--- src/rtl/seven_seg_scanner.sv ---
// seven_seg_scanner: time-multiplexed driver for a bank of common-cathode
// seven-segment digits. A per-digit register file of {value, mode, blink} is
// decoded through the NUMBER/ALPHABET glyph set, one digit at a time.
//
// Ports:
//   clk        system clock, all state on rising edge
//   reset      asynchronous, active-high; clears all state
//   en         display enable; 0 blanks outputs and freezes scanning
//   wr         write strobe for the digit register file
//   wr_digit   target digit index (out-of-range indices are ignored)
//   wr_value   glyph code
//   wr_mode    0 = NUMBER, 1 = ALPHABET
//   wr_blink   1 = digit blinks
//   an         one-hot digit enable, active-high, registered
//   seg        segments {A,B,C,D,E,F,G}, seg[6] = A, registered
//   frame_tick one-cycle pulse aligned with the first cycle of digit 0
module seven_seg_scanner #(
  parameter int unsigned NUM_DIGITS = 4,
  parameter int unsigned SCAN_DIV   = 1000,
  parameter int unsigned BLINK_DIV  = 64,
  parameter int unsigned IDX_W      = (NUM_DIGITS > 1) ? $clog2(NUM_DIGITS) : 1
) (
  input  logic                  clk,
  input  logic                  reset,
  input  logic                  en,
  input  logic                  wr,
  input  logic [IDX_W-1:0]      wr_digit,
  input  logic [3:0]            wr_value,
  input  logic                  wr_mode,
  input  logic                  wr_blink,
  output logic [NUM_DIGITS-1:0] an,
  output logic [6:0]            seg,
  output logic                  frame_tick
);

  localparam int unsigned DIV_W = $clog2(SCAN_DIV);
  localparam int unsigned FRM_W = (BLINK_DIV > 1) ? $clog2(BLINK_DIV) : 1;

  function automatic logic [6:0] decode(input logic [3:0] v, input logic alpha);
    logic [6:0] g;
    g = 7'b0000000;
    if (!alpha) begin
      case (v)
        4'd0:    g = 7'b1111110;
        4'd1:    g = 7'b0110000;
        4'd2:    g = 7'b1101101;
        4'd3:    g = 7'b1111001;
        4'd4:    g = 7'b0110011;
        4'd5:    g = 7'b1011011;
        4'd6:    g = 7'b1011111;
        4'd7:    g = 7'b1110010;
        4'd8:    g = 7'b1111111;
        4'd9:    g = 7'b1111011;
        default: g = 7'b0000000;
      endcase
    end else begin
      case (v)
        4'd1:    g = 7'b1110111; // A
        4'd2:    g = 7'b0111101; // d
        4'd3:    g = 7'b1001111; // E
        4'd4:    g = 7'b1000111; // F
        4'd5:    g = 7'b0110111; // H
        4'd6:    g = 7'b0000110; // I
        4'd7:    g = 7'b0010101; // n
        4'd8:    g = 7'b1111110; // O
        4'd9:    g = 7'b1100111; // P
        4'd10:   g = 7'b0000101; // r
        4'd11:   g = 7'b1011011; // S
        4'd12:   g = 7'b0001111; // t
        4'd13:   g = 7'b0111110; // U
        default: g = 7'b0000000; // space, 14, 15
      endcase
    end
    return g;
  endfunction

  // Register file
  logic [3:0]            value_q [NUM_DIGITS];
  logic [NUM_DIGITS-1:0] mode_q;
  logic [NUM_DIGITS-1:0] blink_q;
  logic                  wr_ok;

  assign wr_ok = wr && (32'(wr_digit) < NUM_DIGITS);

  always_ff @(posedge clk or posedge reset) begin
    if (reset) begin
      for (int i = 0; i < int'(NUM_DIGITS); i++) value_q[i] <= 4'd0;
      mode_q  <= '1;
      blink_q <= '0;
    end else if (wr_ok) begin
      value_q[wr_digit] <= wr_value;
      mode_q[wr_digit]  <= wr_mode;
      blink_q[wr_digit] <= wr_blink;
    end
  end

  // Scan state
  logic [DIV_W-1:0]      div_cnt_q, div_cnt_d;
  logic [IDX_W-1:0]      idx_q, idx_d;
  logic [FRM_W-1:0]      frame_cnt_q, frame_cnt_d;
  logic                  blink_phase_q, blink_phase_d;
  // Set on the wrap edge; consumed one enabled edge later so that
  // frame_tick lines up with the registered an = one-hot(0).
  logic                  wrap_pend_q, wrap_pend_d;
  logic [NUM_DIGITS-1:0] an_d;
  logic [6:0]            seg_d;
  logic                  frame_tick_d;

  always_comb begin
    div_cnt_d     = div_cnt_q;
    idx_d         = idx_q;
    frame_cnt_d   = frame_cnt_q;
    blink_phase_d = blink_phase_q;
    wrap_pend_d   = wrap_pend_q;
    frame_tick_d  = 1'b0;
    if (en) begin
      frame_tick_d = wrap_pend_q;
      wrap_pend_d  = 1'b0;
      div_cnt_d    = div_cnt_q + 1'b1;
      if (div_cnt_q == DIV_W'(SCAN_DIV - 1)) begin
        div_cnt_d = '0;
        if (idx_q == IDX_W'(NUM_DIGITS - 1)) begin
          idx_d       = '0;
          wrap_pend_d = 1'b1;
          if (frame_cnt_q == FRM_W'(BLINK_DIV - 1)) begin
            frame_cnt_d   = '0;
            blink_phase_d = ~blink_phase_q;
          end else begin
            frame_cnt_d = frame_cnt_q + 1'b1;
          end
        end else begin
          idx_d = idx_q + 1'b1;
        end
      end
    end
  end

  always_comb begin
    an_d  = '0;
    seg_d = 7'b0000000;
    if (en) begin
      for (int i = 0; i < int'(NUM_DIGITS); i++) an_d[i] = (idx_q == IDX_W'(i));
      if (!(blink_q[idx_q] && blink_phase_q)) seg_d = decode(value_q[idx_q], mode_q[idx_q]);
    end
  end

  always_ff @(posedge clk or posedge reset) begin
    if (reset) begin
      div_cnt_q     <= '0;
      idx_q         <= '0;
      frame_cnt_q   <= '0;
      blink_phase_q <= 1'b0;
      wrap_pend_q   <= 1'b0;
      an            <= '0;
      seg           <= 7'b0000000;
      frame_tick    <= 1'b0;
    end else begin
      div_cnt_q     <= div_cnt_d;
      idx_q         <= idx_d;
      frame_cnt_q   <= frame_cnt_d;
      blink_phase_q <= blink_phase_d;
      wrap_pend_q   <= wrap_pend_d;
      an            <= an_d;
      seg           <= seg_d;
      frame_tick    <= frame_tick_d;
    end
  end

endmodule

--- config.mk ---
export PLATFORM = sky130hd
export DESIGN_NAME = seven_seg_scanner
export DESIGN_NICKNAME = d
export VERILOG_FILES = /design/src/rtl/seven_seg_scanner.sv
export SDC_FILE = /design/constraint.sdc
export NUM_CORES = 1
export LEC_CHECK = 0
export BUFFER_PORTS_ARGS = -buffer_cell sky130_fd_sc_hd__buf_4
export CAP_MARGIN = 40
export CORE_UTILIZATION = 40
export CTS_CLUSTER_SIZE = 30
export DETAILED_ROUTE_END_ITERATION = 7
export HOLD_SLACK_MARGIN = 0.12
export PLACE_DENSITY = 0.61
export REMOVE_ABC_BUFFERS = 1
export SETUP_SLACK_MARGIN = 0.3
export SYNTH_ARGS = -nofsm -noshare
export SYNTH_HDL_FRONTEND = slang
export SYNTH_SLANG_ARGS = --single-unit
--- constraint.sdc ---
create_clock -name clk -period 2.7 [get_ports clk]
set_clock_uncertainty 0.05 [all_clocks]
set_input_delay 0 -clock clk [delete_from_list [all_inputs] [get_ports clk]]
set_output_delay 0 -clock clk [all_outputs]
set_load 0.02 [all_outputs]
After elaboration in Yosys (flattened, before gate mapping) --
Memories as Yosys holds them, arrays and structs flattened. Cells that the tools add are included.
Storage, ports and cells: register bits after elaboration 56, memory bits (read-only) 224, input port bits 12, output and inout port bits 12, logic and storage cells 64, memories 2
Memories:
- (no name shown) | depth 16, width 7, rd ports 1, clocked after memory_dff 0, write ports 0, line 43 | case (v)
- (no name shown) | depth 16, width 7, rd ports 1, clocked after memory_dff 0, write ports 0, line 57 | case (v)
Cells by class: $add $sub $neg 3, order comparisons 6, eq/ne operators 5, muxes and demuxes 24, bitwise gates (word level) 3, reduce and logical (&&, ||, !) cells 7
Operator list (number):
- two-way mux 7 bit | 3
- bitwise mux 16 bit | 1
- two-way mux 4 bit | 4
- adder 10 x 1 -> 10 bit (second input constant) | 1
- == test 10 bit (second input constant) | 1
- two-way mux 10 bit | 1
- binary-select mux 4 bit (select 2 bit) | 1
- bitwise mux 4 bit | 2
- demux 4 bit (select 2 bit) | 1
- adder 6 x 1 -> 6 bit (second input constant) | 1
- == test 6 bit (second input constant) | 1
- >= comparator 3 bit (second input constant) | 2
- < comparator 2 x 3 -> 1 bit (second input constant) | 2
- two-way mux 1 bit | 6
- two-way mux 6 bit | 1
- inverter 2 -> 3 bit | 2
- binary-select mux 1 bit (select 2 bit) | 2
- == test 2 bit (second input constant) | 2
- AND reduction 4 bit | 1
- logical AND 1 bit | 3
- < comparator 3 x 1 -> 1 bit (second input constant) | 1
- AND reduction 3 bit | 1
- adder 2 x 1 -> 2 bit (second input constant) | 1
- demux 1 bit (select 2 bit) | 1
- other kinds (6) | 6

Depth between registers and ports, before layout --
Gate-level depths: netlist of run 1. An unclocked memory read counts as a cell.
word-level depth 8, depth in mapped cells 8, mapped depth without buffers 7

Least setup slack after synthesis of run 1 --
Ideal clock, no wire load.
path type reg-to-reg, start point reg idx_q[0], end point reg seg[4], data arrival time 1.948 ns, data required time 2.563 ns, path slack 0.615 ns, cell stages (with the launch flop) 8, clock period less this slack 2.085 ns, path through dfrtp_1 > buf_6 > mux4_2 > inv_1 > ha_1 > xor2_1 > o22ai_2 > a211oi_2
Between the ends: cells in the longest elaborated chain, start to end 8
Ends and longest elaborated chain:
- start, declared | line 99 | logic [IDX_W-1:0] idx_q, idx_d;
- start signal, assigned | line 159 | idx_q <= idx_d;
- inverter 2 -> 3 bit (not written as such) | line 143 | if (!(blink_q[idx_q] && blink_phase_q)) seg_d = decode(value_q[idx_q], mode_q[idx_q]);
- binary-select mux 4 bit (select 2 bit) | line 143
- two-way mux 4 bit (not written as such) (2 in series) | line 143
- memory read (16 x 7 bit), on equally long branches
- two-way mux 7 bit | line 42 | if (!alpha) begin
- two-way mux 7 bit * | line 143
- two-way mux 7 bit * | line 141 | if (en) begin
- named net seg_d[4] | line 106 | logic [6:0] seg_d;
- end signal, assigned | line 164 | seg <= seg_d;
- end, declared | line 32 | output logic [6:0] seg,
The timed path passes the listed nets; every way through them passes the cells marked *. The select of a mux whose other input is x is not followed. A chain may end at the register's enable or synchronous reset.

Final worst setup path of run 1 --
Same ends and word-level chain as after synthesis.

==> results.md, run 1 <==
- Post-Synth Adder-Cell Area: between 5 and 6%
- Design Area, Final: roughly 3400 sq um
- Synth Area in Compound Gates: 8.08%
- Antenna diodes: 0
- Crit path kind: reg2reg
- H-tree Lvls: 2
- Cts bufs inserted: 5
- Final Hold Fails: 0
- Worst VDD drop: 0.342 mV
- Initial Util: a little over two fifths
- Slew @ Worst Pin: 770 ps
- Vias in the first global route: 1,790
- Post-layout net count: between 200 and 300
- Synth Area in XOR/XNOR: under 10%
- Crit. End Element: flip-flop
- Net Sw Frac: between 30% and 40%
- Post-Syn Area: ~2900 sq um
- CTS Buffer Depth: 2
- Max incr delay on CP: approximately 640 ps
- Bufs and invs on worst path: 1
- Die X: just under 90 um
- RSZ-0062 raised after global routing: false
- Drt wl/cell: about 14 um
- Initial antenna violation count: 0
- Die H: 87.1 um
- Hpwl dp: about 3.5 mm
- F_max: about 450 MHz
- Core area: 6910 sq um
- Crit-path max FO: 9
- Routed via count: approximately 1,900
- Share of power burned in registers: between 40% and 50%
- Post-synth ARST share: 100%
- Die area: between 7000 and 8000 sq um
- CP arrival: between 2000 and 2500 ps
- Pin count of the biggest net entering global routing: 36
- Violation count after the first detailed-route iteration: 65
- Power density over the cells: about 690 nW/um^2
- DRC Markers: 0
- Port buffer count: 23
- Layout fillers: 654
- CTS tree: yes
- Slew Limit Fails: 0
- Outcome: finished, final reports clean
- Cell row count: 30
- Avg Inst Size Synth: around 12 sq um
- Layout area overhead: 16.2%
- Non-Filler Instances: between 300 and 400
- Critical Path Source Type: flip-flop
- Io pins: 24
- Ys flop type: dfrtp_1
- Post-Synth Simple-Gate Area: 12.6%
- Number of flops mapped to enable cells by yosys: 0
- Setup TNS: 0 ps
- Total gr overflow: 0
- Switching pwr: approximately 730 uW
- Maxcap violations: 0
- Total track usage: 14.6%
- Total power: between 2000 and 2500 uW
- Yosys reg bits: 56
- Synth warn: 0
- Post-Place Cell Area: about 3100 sq um
- Min-delay worst type: in2reg
- Tcrit/Tclk final: 83.0%
- CP Cell Sequence: mux4_2 > inv_1 > ha_1 > xor2_1 > o22ai_2 > a211oi_2
- Clk slew on worst S/H paths: 110 ps
- Drt total wl: ~5.0 mm
- Final Setup Violations: 0
- Routed Antenna Nets: 0
- Gp weighted congestion: between 0.8 and 0.9
- Critical Path RT: roughly 2900 ps
- Cells after DPL: ~350
- Clk network pwr share: 24.2%
- LEAKAGE: ~0.0015 uW
- Total clock sinks: 56
- Power share of the combinational group: between 20% and 30%
- Min Tclk post-route: about 2200 ps
- Share of cells above drive strength 1: 30.9%
- Post-synthesis mux area share: between 15 and 20%
- Vias/cell: a little over 5
- CP max stage cell: mux4_2
- First-pass GRT wire length: just under 9 mm
- Slew headroom: between 40% and 50%
- Internal Power: approximately 1600 uW
- Seq/Total Area, Yosys: about half
- DR pass1 iterations: 4
- Post-Syn Instances: 235
- Combinational family with the most area after synthesis: multiplexers
- Netlist cell types: 49
- Worst skew pair latency: a little over 300 ps
- Cell family with most CP delay: multiplexers
- Min Hold Slack: around 190 ps
- Root buf cell: clkbuf_8
[sequential cells by signal, indices dropped and copies added (netlist names)]
| signal | cells |
|---|---|
| mode_q | 4 |
| frame_tick | 1 |
| blink_phase_q | 1 |
| value_q | 16 |
| seg | 7 |
| an | 4 |
| idx_q | 2 |
| frame_cnt_q | 6 |
| div_cnt_q | 10 |
| blink_q | 4 |
| wrap_pend_q | 1 |
[through the flow]
stage,worst slack [ps],utilization (%)
floorplan,316,-
CTS,387,48.3
finish,458,48.7
global placement,317,45.5
detailed placement,240,45.5
global route,314,48.7
[metal layers]
metal  vias up  part of all wire, %  routed length (um)  track usage (%)
met3         2                  2.7                 135             2.94
met5         -                    0                   0                0
met4         0                 0.28                  14             3.33
li1        924                    -                   -                -
met1       950                   51                2580             20.6
met2        25                   46                2290             23.3
[kinds of logic (layout without fill, tap and decap cells)]
| group | after synthesis | count (layout) |
|---|---|---|
| fa+ha+maj | 13 | 13 |
| flops | 56 | 56 |
| xor+xnor | 11 | 11 |
| compound gates | 32 | 32 |
| simple gates | 65 | 65 |
| mux | 39 | 39 |
| buf+inv | 19 | 59 |
[cell usage in the layout, fill, tap and decap left out, types with 4 or more instances in the layout]
cell,n
a21o_1,4
a21oi_1,5
and2_1,5
and3_1,4
buf_4,31
clkbuf_8,5
dfrtp_1,51
dfstp_2,4
dlygate4sd3_1,8
ha_1,13
inv_1,10
mux2_2,27
mux2i_1,5
mux4_2,5
nand2_1,13
nand3_1,10
nor2_1,7
nor3_1,6
o21ai_0,10
xnor2_1,6
xor2_1,5
[worst paths after layout]
path / slack, ps / to / startpoint / depth (start not counted)
setup / recovery: 460 / seg[4]$_DFF_PP0_ / idx_q[0]$_DFFE_PP0P_ / 6
hold reg to reg: 440 / wrap_pend_q$_DFFE_PP0P_ / wrap_pend_q$_DFFE_PP0P_ / 1
setup reg to reg: 460 / seg[4]$_DFF_PP0_ / idx_q[0]$_DFFE_PP0P_ / 6
hold / removal: 190 / value_q[15]$_DFFE_PP0P_ / wr_digit[0] / 4
min in group asynchronous: 310 / blink_q[0]$_DFFE_PP0P_ / reset / 3
max in group asynchronous: 1640 / idx_q[0]$_DFFE_PP0P_ / reset / 4
[area by class of cell]
class                           instances  area [sq um]  area share [%]
Clock buffer                            5          68.8            2.04
Tap cell                               96           120            3.57
Clock inverter                          3          46.3            1.38
Multi-Input combinational cell        160          1370            40.6
Timing Repair Buffer                   39           313            9.29
Inverter                               12          45.0            1.34
Sequential cell                        56          1410            41.8
[power by group through the flow]
stage	combinational, uW	clock, uW	sequential (uW)
floorplan	458	0	1130
global placement	651	0	1110
detailed placement	657	0	1110
CTS	668	580	1100
global route	738	618	1120
finish	669	564	1100
[cell usage after synthesis (5+ instances only)]
library cell / number / area share, %
nand3_1: 10 / 1.7
nand2_1: 13 / 1.7
ha_1: 13 / 5.6
mux2_2: 27 / 11
xnor2_1: 6 / 1.8
a21oi_1: 5 / 0.86
inv_1: 11 / 1.4
nor3_1: 6 / 1.0
xor2_1: 5 / 1.5
mux2i_1: 5 / 1.7
and2_1: 5 / 1.1
dfrtp_1: 52 / 45
nor2_1: 7 / 0.91
o21ai_0: 10 / 1.7
mux4_2: 5 / 3.9
[worst min-delay path, cell delays in order]
cell,delay (ps)
buf_4,90
nor3b_1,40
buf_4,160
mux2_2,220
[repair_timing]
item / in CTS / in global routing
resized for setup: 1 / 0
cloned: 0 / 0
endpoints found under the setup margin: 6 / 4
hold endpoints to repair: 62 / 0
hold buffers: 8 / 0
setup buffers: 0 / 4
Note: power is estimated with default switching activity, not from simulation.
==> inputs of run 2 (changes only) <==
--- a/config.mk
+++ b/config.mk
@@ -11,7 +11,7 @@
 export CTS_CLUSTER_SIZE = 30
 export DETAILED_ROUTE_END_ITERATION = 7
 export HOLD_SLACK_MARGIN = 0.12
-export PLACE_DENSITY = 0.61
+export PLACE_DENSITY = 0.63
 export REMOVE_ABC_BUFFERS = 1
 export SETUP_SLACK_MARGIN = 0.3
 export SYNTH_ARGS = -nofsm -noshare
==> constraint.sdc (replaced) <==
create_clock -name clk -period 2 [get_ports clk]
set_clock_uncertainty 0.05 [all_clocks]
set_input_delay 0 -clock clk [delete_from_list [all_inputs] [get_ports clk]]
set_output_delay 0 -clock clk [all_outputs]
set_load 0.02 [all_outputs]
==> run 2 against run 1 <==
Net effect: the flow now finishes with violations (negative setup slack); clock power up 32%; setup slack worse by 480 ps; core utilization up 5.4 points; global-route usage up 1.7 points; power up 44%; clock-buffer cell count up 1; register-to-register slack worse by 480 ps; worst hold slack worse by 8.5 ps; critical path depth up 1; design area up 11%; sequential power up 36%.
==> results.md, run 2 (same netlist as run 1, synthesis figures left out) <==
- Tcrit/Tclk final: 101% (+18 points)
- Final Hold Fails: 0 (unchanged)
- Final Setup Violations: 1 (+1)
- Die H: 87.1 um (unchanged)
- Most frequent cells in the layout: buf_4 (52), dfrtp_1 (51), mux2_2 (26), nand2_1 (10)
- Io pins: 24 (unchanged)
- Min Tclk post-route: 2020 ps (-219 ps)
- Final Util: 54.2% (+5.4 points)
- Antenna diodes: 0 (unchanged)
- Cell row count: 30 (unchanged)
- Total clock sinks: 56 (unchanged)
- Failing checks: negative setup slack
- Vias/cell: 5.08 (-0.96%)
- Share of cells above drive strength 1: 44.1% (+13 points)
- Switching pwr: 1050 uW (+43%)
- Max incr delay on CP: 470 ps (-170 ps)
- Initial antenna violation count: 0 (unchanged)
- Pin count of the biggest net entering global routing: 32 (-11%)
- CP Cell Sequence: mux4_2 > inv_2 > buf_4 > ha_1 > nand2b_1 > a31oi_2 > a2111oi_2
- Net Sw Frac: 31.2% (-0.19 points)
- Crit path kind: reg2reg
- Share of power burned in registers: 44.5% (-2.6 points)
- H-tree Lvls: 2 (unchanged)
- Worst setup margin: -22.7 ps (-481 ps)
- Internal Power: 2310 uW (+45%)
- F_max: 494 MHz (+11%)
- LEAKAGE: 0.00170 uW (+12%)
- Min Hold Slack: 178 ps (-8.47 ps)
- Port buffer count: 23 (unchanged)
- First-pass GRT wire length: 9.45 mm (+9.3%)
- Layout area overhead: 29.2%
- Cts bufs inserted: 5 (unchanged)
- Clk network pwr share: 22.2% (-2.0 points)
- Maxcap violations: 0 (unchanged)
- Worst VDD drop: 0.428 mV (+25%)
- Violation count after the first detailed-route iteration: 89 (+37%)
- Initial Util: 41.9% (unchanged)
- Core area: 6910 sq um (unchanged)
- Gp weighted congestion: 0.827 (+0.44%)
- Total gr overflow: 0 (unchanged)
- Hpwl dp: 3.85 mm (+9.5%)
- Slew Limit Fails: 0 (unchanged)
- RSZ-0062 raised after global routing: true
- Min-delay worst type: in2reg
- Design Area, Final: 3740 sq um (+11%)
- Critical Path Source Type: flip-flop
- DRC Markers: 0 (unchanged)
- Routed via count: 2,030 (+6.8%)
- Total track usage: 16.3% (+1.7 points)
- Crit-path max FO: 5 (-4)
- Crit. End Element: flip-flop
- Biggest regs: value_q: 16 flops, div_cnt_q: 10 flops, seg: 7 flops
- Met1 usage in global routing: 23.2% (+2.6 points)
- Power share of the combinational group: 33.3% (+4.6 points)
- CP arrival: 2170 ps (-250 ps)
- Drt wl/cell: 13.9 um (+2.9%)
- Die area: 7580 sq um (unchanged)
- Post-layout net count: 328 (+9.7%)
- CP max stage cell: dfrtp_2
- Slew @ Worst Pin: 587 ps (-184 ps)
- Root buf cell: clkbuf_8
- CTS Buffer Depth: 2 (unchanged)
- Routed Antenna Nets: 0 (unchanged)
- Max reg flops: 16 (unchanged)
- Post-Place Cell Area: 3320 sq um (+5.7%)
- Met2 Track Usage GR: 24.9% (+1.6 points)
- Slew headroom: 60.8% (+13 points)
- Most common cell after layout, fill and taps aside: buf_4
- Drt total wl: 5.57 mm (+11%)
- GRT met3 Usage: 3.03% (+0.095 points)
- Busiest grt layer: met2
- Vias in the first global route: 1,987 (+11%)
- Critical Path RT: 2150 ps (-730 ps)
- Setup Slack @ Placement: -99.7 ps (-339 ps)
- Total power: 3360 uW (+44%)
- Largest reg by FF count: value_q
- Outcome: finished with violations
- DR pass1 iterations: 4 (unchanged)
- CTS tree: yes
- Die X: 87.1 um (unchanged)
- Power density over the cells: 898 nW/um^2 (+30%)
- Clk slew on worst S/H paths: 100 ps (about the same)
- Worst skew pair latency: 310 ps (about the same)
[run 2: final timing paths]
| path | start | end | slack (ps) | cells after the start |
|---|---|---|---|---|
| max in group asynchronous | reset | an[3]$_DFF_PP0_ | 1080 | 4 |
| worst min register to register | wrap_pend_q$_DFFE_PP0P_ | wrap_pend_q$_DFFE_PP0P_ | 430 | 1 |
| worst min-delay path | wr_digit[1] | value_q[13]$_DFFE_PP0P_ | 180 | 4 |
| worst max-delay path | idx_q[0]$_DFFE_PP0P_ | seg[3]$_DFF_PP0_ | -20 | 7 |
| worst max register to register | idx_q[0]$_DFFE_PP0P_ | seg[3]$_DFF_PP0_ | -20 | 7 |
| min in group asynchronous | reset | frame_cnt_q[1]$_DFFE_PP0P_ | 250 | 3 |
[run 2: metal layers]
layer | share of wire [%] | up-vias
li1 | - | 984
met1 | 50 | 1005
met2 | 44 | 37
met3 | 3.7 | 4
met4 | 1.4 | 0
met5 | 0 | -
[run 2: power groups by stage]
stage | clock (uW) | sequential [uW] | combinational, uW
final | 745 | 1500 | 1120
after global routing | 809 | 1530 | 1220
after CTS | 769 | 1490 | 1090
after detailed placement | 0 | 1500 | 1020
after global placement | 0 | 1500 | 1000
after floorplan | 0 | 1520 | 618
[run 2: cell type report]
| cell class | count | area (sq um) |
|---|---|---|
| clock inverter | 2 | 35.0 |
| tap | 96 | 120 |
| inverter | 12 | 45.0 |
| clock buffer | 6 | 72.6 |
| multi-input combinational | 161 | 1500 |
| fill | 644 | 3170 |
| timing repair buffer | 67 | 558 |
| sequential | 56 | 1410 |
[run 2: worst max-delay path: cells and delay by family (launching register included)]
family	cells	cell delay (ps)
buffers and inverters	2	230
AOI/OAI and AO/OA	2	420
muxes	1	430
adders and majority gates	1	180
and+or+nand+nor	1	130
DFF	1	470
[run 2: through the flow]
step / cells / setup TNS (ps)
2_1_floorplan: 228 / -3020
3_3_place_gp: 373 / -245
3_5_place_dp: 373 / -539
4_1_cts: 395 / 0
5_1_grt: 400 / -441
6_report: 400 / -22.7
[run 2: repair_timing]
action,CTS,global route
gates cloned,1,0
hold endpoints to repair,59,0
resized for setup,11,27
buffers inserted,5,5
pin swaps,3,2
endpoints found under the setup margin,15,21
hold buffers,8,0
